===== config.mk =====
export PLATFORM = sky130hd
export DESIGN_NAME = fetch_unit
export DESIGN_NICKNAME = d
export VERILOG_FILES = /design/src/rtl/fetch_unit.sv
export SDC_FILE = /design/constraint.sdc
export NUM_CORES = 1
export LEC_CHECK = 0
export CAP_MARGIN = 20
export CORE_ASPECT_RATIO = 1.2
export CORE_MARGIN = 10
export CORE_UTILIZATION = 40
export CTS_BUF_LIST = sky130_fd_sc_hd__clkbuf_4 sky130_fd_sc_hd__clkbuf_8
export DETAILED_ROUTE_END_ITERATION = 7
export PLACE_DENSITY = 0.72
export SYNTH_ARGS = -nofsm -noshare
export SYNTH_HDL_FRONTEND = slang
export SYNTH_SLANG_ARGS = --single-unit
export TNS_END_PERCENT = 5

===== constraint.sdc =====
create_clock -name clk -period 12.25 [get_ports clk]
set_input_delay 2.45 -clock clk [delete_from_list [all_inputs] [get_ports clk]]
set_output_delay 2.45 -clock clk [all_outputs]
set_load 0.01 [all_outputs]

===== src/rtl/fetch_unit.sv =====
// Instruction fetch stage: holds the PC, issues in-order word reads to
// instruction memory, buffers returned words and presents them (with PC and
// decoded opcode/funct fields) to decode over a valid/ready handshake.
// Redirects flush all wrong-path work; stale responses are drained.
module fetch_unit #(
  parameter int unsigned     XLEN     = 32,
  parameter logic [XLEN-1:0] RESET_PC = '0,
  parameter int unsigned     DEPTH    = 2
) (
  input  logic            clk,
  input  logic            rst,
  output logic            imem_req_valid,
  input  logic            imem_req_ready,
  output logic [XLEN-1:0] imem_req_addr,
  input  logic            imem_rsp_valid,
  input  logic [XLEN-1:0] imem_rsp_data,
  input  logic            redirect_valid,
  input  logic [XLEN-1:0] redirect_pc,
  output logic            inst_valid,
  input  logic            inst_ready,
  output logic [XLEN-1:0] inst_data,
  output logic [XLEN-1:0] inst_pc,
  output logic [6:0]      opcode,
  output logic [2:0]      funct3,
  output logic [6:0]      funct7
);

  localparam int unsigned PW = $clog2(DEPTH);
  localparam int unsigned CW = PW + 1;

  localparam logic [0:0] RUN   = 1'b0;
  localparam logic [0:0] DRAIN = 1'b1;

  logic [0:0]      state;
  logic [XLEN-1:0] pc;
  logic [CW-1:0]   outstanding;
  logic [CW-1:0]   drop_cnt;

  // PCs of requests accepted by memory but not yet answered
  logic [XLEN-1:0] pcq [DEPTH];
  logic [PW-1:0]   pcq_head;
  logic [PW-1:0]   pcq_tail;

  // returned instructions waiting for decode
  logic [XLEN-1:0] buf_data [DEPTH];
  logic [XLEN-1:0] buf_pc   [DEPTH];
  logic [PW-1:0]   buf_rd;
  logic [PW-1:0]   buf_wr;
  logic [CW-1:0]   buf_count;

  logic [CW:0]     occupancy;
  logic            credit_ok;
  logic            req_fire;
  logic            rsp_take;
  logic            rsp_drop;
  logic            rsp_any;
  logic            pop;
  logic [CW-1:0]   inflight_after;

  // credit check, handshake qualifiers and redirect drop count
  always_comb begin
    occupancy      = {1'b0, outstanding} + {1'b0, buf_count};
    credit_ok      = occupancy < (CW+1)'(DEPTH);
    imem_req_valid = !rst && (state == RUN) && credit_ok && !redirect_valid;
    req_fire       = imem_req_valid && imem_req_ready;
    rsp_take       = imem_rsp_valid && (state == RUN) && (outstanding != '0) && !redirect_valid;
    rsp_drop       = imem_rsp_valid && (state == DRAIN) && (drop_cnt != '0);
    rsp_any        = imem_rsp_valid && ((outstanding != '0) || (drop_cnt != '0));
    // a response landing in the redirect cycle is discarded here, so it is
    // not counted among the responses still to be drained
    inflight_after = outstanding + drop_cnt - CW'(rsp_any);
    pop            = inst_valid && inst_ready && !redirect_valid;
  end

  // PC, run/drain state and stale-response counter
  always_ff @(posedge clk or posedge rst) begin
    if (rst) begin
      pc       <= RESET_PC;
      state    <= RUN;
      drop_cnt <= '0;
    end else if (redirect_valid) begin
      pc       <= {redirect_pc[XLEN-1:2], 2'b00};
      drop_cnt <= inflight_after;
      state    <= (inflight_after != '0) ? DRAIN : RUN;
    end else begin
      if (req_fire) pc <= pc + XLEN'(4);
      if (rsp_drop) begin
        drop_cnt <= drop_cnt - CW'(1);
        if (drop_cnt == CW'(1)) state <= RUN;
      end
    end
  end

  // in-flight request pointers and count
  always_ff @(posedge clk or posedge rst) begin
    if (rst) begin
      pcq_head    <= '0;
      pcq_tail    <= '0;
      outstanding <= '0;
    end else if (redirect_valid) begin
      pcq_head    <= '0;
      pcq_tail    <= '0;
      outstanding <= '0;
    end else begin
      if (req_fire) pcq_tail <= pcq_tail + PW'(1);
      if (rsp_take) pcq_head <= pcq_head + PW'(1);
      outstanding <= outstanding + CW'(req_fire) - CW'(rsp_take);
    end
  end

  // in-flight PC storage
  always_ff @(posedge clk) begin
    if (req_fire) pcq[pcq_tail] <= pc;
  end

  // instruction buffer pointers and occupancy
  always_ff @(posedge clk or posedge rst) begin
    if (rst) begin
      buf_rd    <= '0;
      buf_wr    <= '0;
      buf_count <= '0;
    end else if (redirect_valid) begin
      buf_rd    <= '0;
      buf_wr    <= '0;
      buf_count <= '0;
    end else begin
      if (rsp_take) buf_wr <= buf_wr + PW'(1);
      if (pop)      buf_rd <= buf_rd + PW'(1);
      buf_count <= buf_count + CW'(rsp_take) - CW'(pop);
    end
  end

  // instruction buffer storage
  always_ff @(posedge clk) begin
    if (rsp_take) begin
      buf_data[buf_wr] <= imem_rsp_data;
      buf_pc[buf_wr]   <= pcq[pcq_head];
    end
  end

  assign imem_req_addr = pc;
  assign inst_valid    = (buf_count != '0);
  assign inst_data     = buf_data[buf_rd];
  assign inst_pc       = buf_pc[buf_rd];
  assign opcode        = inst_data[6:0];
  assign funct3        = inst_data[14:12];
  assign funct7        = inst_data[31:25];

endmodule


# ---- After elaboration in Yosys (flattened, before gate mapping)
# Memory sizes are Yosys's and may differ from the RTL's.
# Index checks and enable logic that the tools add are counted.
dict set report classes {
  addsub 13
  n_lt_le_gt_ge 1
  n_eq_ne 1
  n_mux 22
  n_bitwise 1
  n_reduce_logical 25
}
# op count
set ops {}
lappend ops {{$mux 32} 2}
lappend ops {{$add 32x3->32 const B} 1}
lappend ops {{$reduce_bool 2->1} 9}
lappend ops {{$mux 1} 16}
lappend ops {{$logic_and 1x1->1} 12}
lappend ops {{$mux 2} 4}
lappend ops {{$sub 2x1->2} 3}
lappend ops {{$add 1x1->1 const B} 4}
lappend ops {{$add 2x1->2} 2}
lappend ops {{$add 2x2->3} 1}
lappend ops {{$lt 3x2->1 const B} 1}
lappend ops {{$add 2x2->2} 1}
lappend ops {{$eq 2x1->1 const B} 1}
lappend ops {{$logic_not 1->1} 2}
lappend ops {{$reduce_and 2->1} 1}
lappend ops {{$sub 2x1->2 const B} 1}
lappend ops {{$logic_or 1x1->1} 1}
lappend ops {{$not 1->1} 1}
dict set report totals {
  regBits 43
  ramBits 192
  output_inout_bits 115
  memories 3
}
# memory depth word_bits rd rd_ports_with_merged_regs wr line_no
set memory_table {}
lappend memory_table {buf_data 2 32 1 0 1 45} ;# logic [XLEN-1:0] buf_data [DEPTH];
lappend memory_table {buf_pc 2 32 1 0 1 46} ;# logic [XLEN-1:0] buf_pc [DEPTH];
lappend memory_table {pcq 2 32 1 0 1 40} ;# logic [XLEN-1:0] pcq [DEPTH];

# ---- Depth between registers and ports, before layout
# Gate-level depths: netlist of the first run.
dict set report depth {
  ltp_word 8
  depth_mapped 11
  mapped_depth_nobuf 10
}

# ---- Worst setup path after synthesis of the first run
# Ideal clock, no wire load.
dict set report synth_timing {
  path_kind {in2reg}
  start {input port redirect_valid}
  end {memory buf_data[0][0], enable pin}
  setup_ns 0.482
  t_arrival_ns 5.580
  setup_slack_ns 6.188
  path_stages 4
  path_buffers 1
  cell_sequence {clkbuf_1 -> nor3_1 -> inv_1 -> nor2_1}
}
dict set report synth_between {
  elab_chain_len 4
}
# item line_no
set synth_rtl {}
lappend synth_rtl {{start, declared} 17} ;# input logic redirect_valid,
lappend synth_rtl {{$logic_not 1->1} 66} ;# rsp_take = imem_rsp_valid && (state == RUN) && (outstanding != '0) && !redirect_valid;
lappend synth_rtl {{$logic_and 1x1->1} 66}
lappend synth_rtl {{$mux 1} 135} ;# if (rsp_take) begin
lappend synth_rtl {{$mux 1 (not written as such)} 136} ;# buf_data[buf_wr] <= imem_rsp_data;
lappend synth_rtl {{end, declared} 45}
# Every way passes these cells.

# ---- Worst setup path in the final report of the first run
dict set report layout_timing {
  start {input port redirect_valid}
  end {output port imem_req_valid}
}
dict set report layout_between {
  elab_chain_len 2
}
# item line_no
set layout_rtl {}
lappend layout_rtl {{$logic_not 1->1} 64} ;# imem_req_valid = !rst && (state == RUN) && credit_ok && !redirect_valid;
lappend layout_rtl {{$logic_and 1x1->1} 64}
lappend layout_rtl {{end, declared} 12} ;# output logic imem_req_valid,
# Every way passes these cells.

==> flow_metrics.py, run 1 <==
metrics = {
    "outcome": {
        "status": "complete, no violations",
    },
    "worst_setup_path": {
        "crit_type": "input pin to primary output",
        "worst-r2r-setup-slack_ps": 8660,
        "worstPathRequired_ps": 9800,
        "reg2reg_to": "pcq[0][4]$_DFFE_PP_",
        "start_kind": "input pin",
        "arrival_ps": 4160,
        "cp-end-kind": "primary output",
        "reg2reg_from": "outstanding[0]$_DFF_PP0_",
        "crit_fanout": 56,
        "worstRegToRegCells": 6,
    },
    "sta": {
        "rsz0062_at_grt": "no",
        "finalSetupViolations": 0,
        "maxSlewViolCount": 0,
        "fin_worst_skew_ps": 19.6,
        "fmax_ghz": 0.151,
        "tightest_slew_ps": 1130,
        "post-route-period-util_pct": 53.9,
        "finalSetupTns_ps": 0,
        "max-slew-margin-rel_pct": 24.1,
        "period_needed_ps": 6610,
        "timing.hold.ws_ps": 561,
        "hold_violations": 0,
    },
    "floorplanning": {
        "die_area_mm2": 0.0298,
        "die_w_um": 159,
        "io_pins": 185,
        "num_rows": 61,
        "fp.dieH_um": 187,
        "start_util_pct": 40.3,
        "coreArea_mm2": 0.0230,
    },
    "placed_design": {
        "dp_hpwl_um": 14000,
        "place_congestion": 0.759,
        "io_buffers": 178,
    },
    "synth": {
        "seq_area_frac_synth_pct": 70.5,
        "synthesis.area_mm2": 0.00929,
        "ys_warn_count": 0,
        "synth.avg_cell_area_um2": 15.6,
        "synth_cells": 595,
        "ys_ff_latch": 225,
        "synth_ff_type": "edfxtp_1",
        "synth-async-reset-ratio_pct": 18.2,
        "synth_edf_count": 184,
        "post_synth_num_cell_types": 48,
    },
    "cts": {
        "insertion_delay_ps": 520,
        "htreeDepth": 2,
        "post_cts_resized": 0,
        "clk_pin_slew_ps": 60,
        "cts_sinks": 225,
        "ctsHoldBuffers": 0,
        "cts_tree": "done",
        "cts_buffer_depth": 3,
        "clockRootBuffer": "clkbuf_8",
        "cts_made_buffers": 37,
        "cts_setup_buffers": 0,
    },
    "global_route": {
        "grt_max_degree": 63,
        "grt_usage_pct": 13.9,
        "grt_pass1_vias": 5789,
        "grt-ovfl-total": 0,
        "grt_pass1_wl_um": 33300,
        "antenna_found_initial": 1,
    },
    "hold_path": {
        "holdCritStartpoint": "pcq[1][27]$_DFFE_PP_",
        "whs_path_depth": 1,
        "holdPathEnd": "buf_pc[1][27]$_DFFE_PP_",
        "hp-class": "flop to flop",
    },
    "layout": {
        "fillCellCount": 1960,
        "layout-drive-gt1-share_pct": 22.0,
        "seqCellArea_mm2": 0.00655,
        "layout_commonest_cell": "edfxtp_1",
        "fin_nets": 860,
        "final_cell_mix": "184 x edfxtp_1, 177 x clkdlybuf4s50_1, 92 x mux2_2",
        "flow.area_growth_from_synthesis_pct": 29.6,
        "multi_input_area_mm2": 0.00248,
        "antenna-diode-count": 0,
    },
    "pwr": {
        "pwr_density_cell_mw_per_mm2": 138,
        "leakage_nw": 4.21,
        "p_total_mw": 1.66,
        "vdd_ir_drop_max_uv": 60.1,
    },
    "route": {
        "wire_per_inst_um": 18.8,
        "remaining_drc_errors": 0,
        "first_pass_iters": 4,
        "ant_nets": 0,
        "via_per_inst": 4.96,
        "routed_wl_um": 21100,
        "drt_iter0_drc": 283,
        "vias": 5575,
    },
    "flow_run": {
        "maxCapViolations": 0,
    },
}
cells in the mapped netlist, types with 7 or more instances:
cell type / n / area [um2]
nand3_1: 11 / 55.1
nor2_1: 23 / 86.3
buf_4: 21 / 158
ha_1: 9 / 113
inv_1: 14 / 52.6
dfrtp_1: 41 / 1030
clkbuf_1: 12 / 45.0
o211ai_1: 11 / 82.6
a21oi_1: 7 / 35.0
xnor2_1: 10 / 87.6
edfxtp_1: 184 / 5530
o21ai_0: 21 / 105
nand4_1: 16 / 100
nand2_1: 39 / 146
mux2_2: 92 / 1040
o311ai_0: 7 / 61.3
final cells by class:
class / instances / area share [%]
clock inverter: 13 / 0.540
timing repair buffer: 185 / 15.2
clock buffer: 55 / 5.51
multi-input combinational: 317 / 20.6
inverter: 14 / 0.436
tap: 315 / 3.27
sequential: 225 / 54.4
metrics by stage:
| step | worst slack, ps | utilization [%] | cells | instance area (um2) |
|---|---|---|---|---|
| after global routing | 5570 | 52.2 | 1124 | 12000 |
| final | 5640 | 52.2 | 1124 | 12000 |
| after detailed placement | 5630 | 49.0 | 1055 | 11300 |
| after CTS | 5620 | 52.2 | 1123 | 12000 |
| after global placement | 5640 | 49.0 | 1055 | 11300 |
| after floorplan | 6190 | - | 598 | 9300 |
sequential cells by signal (all words and copies together), names as in the netlist:
register and count:
buf_count 2, pcq_tail 1, pcq 60, buf_rd 1, imem_req_addr 30, buf_pc 60
pcq_head 1, buf_wr 1, state 1, outstanding 2, buf_data 64, drop_cnt 2
how the worst max path moves through the flow:
stage,from,to,depth (start not counted)
final,redirect_valid,imem_req_valid,5
after global routing,redirect_valid,imem_req_valid,5
after CTS,redirect_valid,imem_req_valid,5
after detailed placement,redirect_valid,imem_req_valid,5
after global placement,redirect_valid,imem_req_valid,5
after floorplan,redirect_valid,buf_data[0][0]$_DFFE_PP_,4
per-layer routing:
layer / vias up / track usage (%) / wire (um)
li1: 2626 / - / -
met1: 2725 / 15.7 / 8470
met2: 182 / 24.7 / 10800
met3: 42 / 3.92 / 1370
met4: 0 / 4.96 / 510
met5: - / 0 / 0
power by group:
part | internal, mW | switching, mW | leakage (nW)
Combinational | 0.0765 | 0.0684 | 1.65
Sequential | 0.854 | 0.0319 | 2.17
Clock | 0.348 | 0.284 | 0.391
cells by family after synthesis:
logic type / Yosys count / share of synthesized area [%]
muxes: 94 / 11.4
AOI/OAI and AO/OA: 63 / 4.48
other: 1 / 0.0404
DFF: 225 / 70.5
adders and majority gates: 10 / 1.43
buffers and inverters: 56 / 3.15
xor gates and xnor gates: 16 / 1.51
and+or+nand+nor: 130 / 7.51
critical path: stages:
cell,delay (ps)
buf_2,90
buf_4,290
or4_4,630
nor2_1,130
clkdlybuf4s50_1,550
(Power assumes the default switching activity.)
==> run 2, diff against run 1 <==
- PLACE_DENSITY: 0.72 -> 0.74
- clock period: 12.25 -> 5.6 ns (I/O delays scaled with it)
==> run 2 against run 1 <==
Net effect:
- combinational power is 120% higher
- final area is 0.26% lower
- clock-buffer cell count is 3 lower
- register-to-register slack worse by 6400 ps
- critical endpoint unchanged
- via count is 0.34% higher
- die area stayed put
- critical path depth is 1 lower
==> flow_metrics.py, run 2 (same netlist as run 1, synthesis figures left out) <==
metrics = {
    "sta": {
        "finalSetupViolations": 0,
        "timing.hold.ws_ps": 535,
        "fin_worst_skew_ps": 22.1,
        "tightest_slew_ps": 1110,
        "maxSlewViolCount": 0,
        "rsz0062_at_grt": "no",
        "max-slew-margin-rel_pct": 26.0,
        "setup_ws_ps": 1690,
        "post-route-period-util_pct": 69.8,
        "period_needed_ps": 3910,
        "finalSetupTns_ps": 0,
        "hold_violations": 0,
        "fmax_ghz": 0.256,
    },
    "pwr": {
        "leakage_nw": 4.20,
        "seq_power_share_pct": 53.1,
        "power_frac_clock_pct": 38.1,
        "comb_power_share_pct": 8.8,
        "pwr_density_cell_mw_per_mm2": 304,
        "p_switching_mw": 0.847,
        "intPower_mw": 2.80,
        "swShare_pct": 23.2,
        "vdd_ir_drop_max_uv": 139,
    },
    "hold_path": {
        "hp-class": "flop to flop",
    },
    "worst_setup_path": {
        "cp_common_cell": "clkdlybuf4s50_1",
        "cp-end-kind": "primary output",
        "cp_slowest_cell": "or4_4",
        "cp_num_buf_inv": 2,
        "crit_type": "input pin to primary output",
        "critPathMaxStageDelay_ps": 560,
        "worstPathRequired_ps": 4480,
        "start_kind": "input pin",
        "crit_chain": "clkdlybuf4s50_1, or4_4, nor2_1, clkdlybuf4s50_1",
        "cpLargestDelayFamily": "buffers and inverters",
        "crit_fanout": 4,
        "arrival_ps": 2790,
    },
    "cts": {
        "ctsHoldBuffers": 0,
        "cts_buffer_depth": 3,
        "clockRootBuffer": "clkbuf_8",
        "cts_setup_buffers": 0,
        "post_cts_resized": 0,
        "cts_tree": "done",
        "cts_made_buffers": 37,
        "clk_pin_slew_ps": 60,
        "insertion_delay_ps": 520,
        "htreeDepth": 2,
        "cts_sinks": 225,
    },
    "layout": {
        "seqCellArea_mm2": 0.00655,
        "antenna-diode-count": 0,
        "fillCellCount": 1966,
        "flow.area_growth_from_synthesis_pct": 29.3,
        "multi_input_area_mm2": 0.00248,
        "final_cell_mix": "184 x edfxtp_1, 177 x clkdlybuf4s50_1, 92 x mux2_2",
        "layout_commonest_cell": "edfxtp_1",
        "largest_reg_flops": 64,
        "fin_nets": 861,
        "reg_top3": "buf_data: 64 flops, buf_pc: 60 flops, pcq: 60 flops",
        "layout.cells.non_filler": 1119,
        "utilization_pct": 52.1,
        "top_register": "buf_data",
        "layout-drive-gt1-share_pct": 21.1,
    },
    "global_route": {
        "antenna_found_initial": 0,
        "grt_pass1_wl_um": 33400,
        "grt_usage_pct": 14.1,
        "grt_pass1_vias": 5867,
        "grt_max_degree": 63,
        "grt-ovfl-total": 0,
    },
    "outcome": {
        "status": "complete, no violations",
    },
    "placed_design": {
        "post-place-cells": 1057,
        "place_congestion": 0.814,
        "dp_hpwl_um": 14200,
        "pre_cts_slack_ps": 1690,
        "io_buffers": 178,
    },
    "route": {
        "remaining_drc_errors": 0,
        "ant_nets": 0,
        "drt_iter0_drc": 374,
        "routed_wl_um": 21400,
        "wire_per_inst_um": 19.1,
        "via_per_inst": 5.00,
        "first_pass_iters": 5,
        "vias": 5594,
    },
    "floorplanning": {
        "die_w_um": 159,
        "die_area_mm2": 0.0298,
        "start_util_pct": 40.3,
        "fp.dieH_um": 187,
        "num_rows": 61,
        "io_pins": 185,
        "coreArea_mm2": 0.0230,
    },
    "flow_run": {
        "maxCapViolations": 0,
    },
}
-- run 2: cell types whose count changed in the layout (fill, tap and decap cells not counted), sizes merged --
cell	previous run	this run
clkinvlp	2	0
clkbuf	55	52
buf	8	9
clkinv	11	8
bufinv	0	1
inv	14	15
-- run 2: final cells by class --
cell class | instances | area share, %
multi-input combinational | 317 | 20.6
sequential | 225 | 54.6
clock buffer | 52 | 5.23
clock inverter | 10 | 0.583
timing repair buffer | 186 | 15.3
tap | 315 | 3.28
inverter | 14 | 0.438
-- run 2: path summary, 6_finish.rpt --
kind | startpoint | to | slack, ps | cells after the start
setup / recovery | rst | imem_req_valid | 1690 | 4
hold / removal | pcq_tail$_DFFE_PP0P_ | pcq_tail$_DFFE_PP0P_ | 530 | 1
max in group asynchronous | rst | buf_rd$_DFFE_PP0P_ | 4080 | 3
hold reg to reg | pcq_tail$_DFFE_PP0P_ | pcq_tail$_DFFE_PP0P_ | 530 | 1
setup reg to reg | outstanding[0]$_DFF_PP0_ | outstanding[1]$_DFF_PP0_ | 2310 | 10
min in group asynchronous | rst | outstanding[0]$_DFF_PP0_ | 1110 | 3
-- run 2: power by group through the flow --
stage / Clock (mW) / Sequential (mW) / Combinational, mW
global route: 1.51 / 1.95 / 0.355
finish: 1.39 / 1.94 / 0.319
CTS: 1.44 / 1.94 / 0.325
detailed placement: 0 / 1.97 / 0.324
floorplan: 0 / 1.96 / 0.158
global placement: 0 / 1.97 / 0.314
-- run 2: routing by layer --
metal  vias to the layer above  global-route usage (%)  wire (um)
li1                       2612                       -          -
met1                      2764                    16.2       8410
met2                       175                    24.6      11200
met3                        43                    3.48       1220
met4                         0                    5.64        607
met5                         -                       0          0
-- run 2: per-stage QoR --
step / power [mW] / instance area, um2
5_1_grt: 3.81 / 12000
6_report: 3.65 / 12000
4_1_cts: 3.70 / 12000
3_5_place_dp: 2.30 / 11300
2_1_floorplan: 2.12 / 9300
3_3_place_gp: 2.28 / 11300
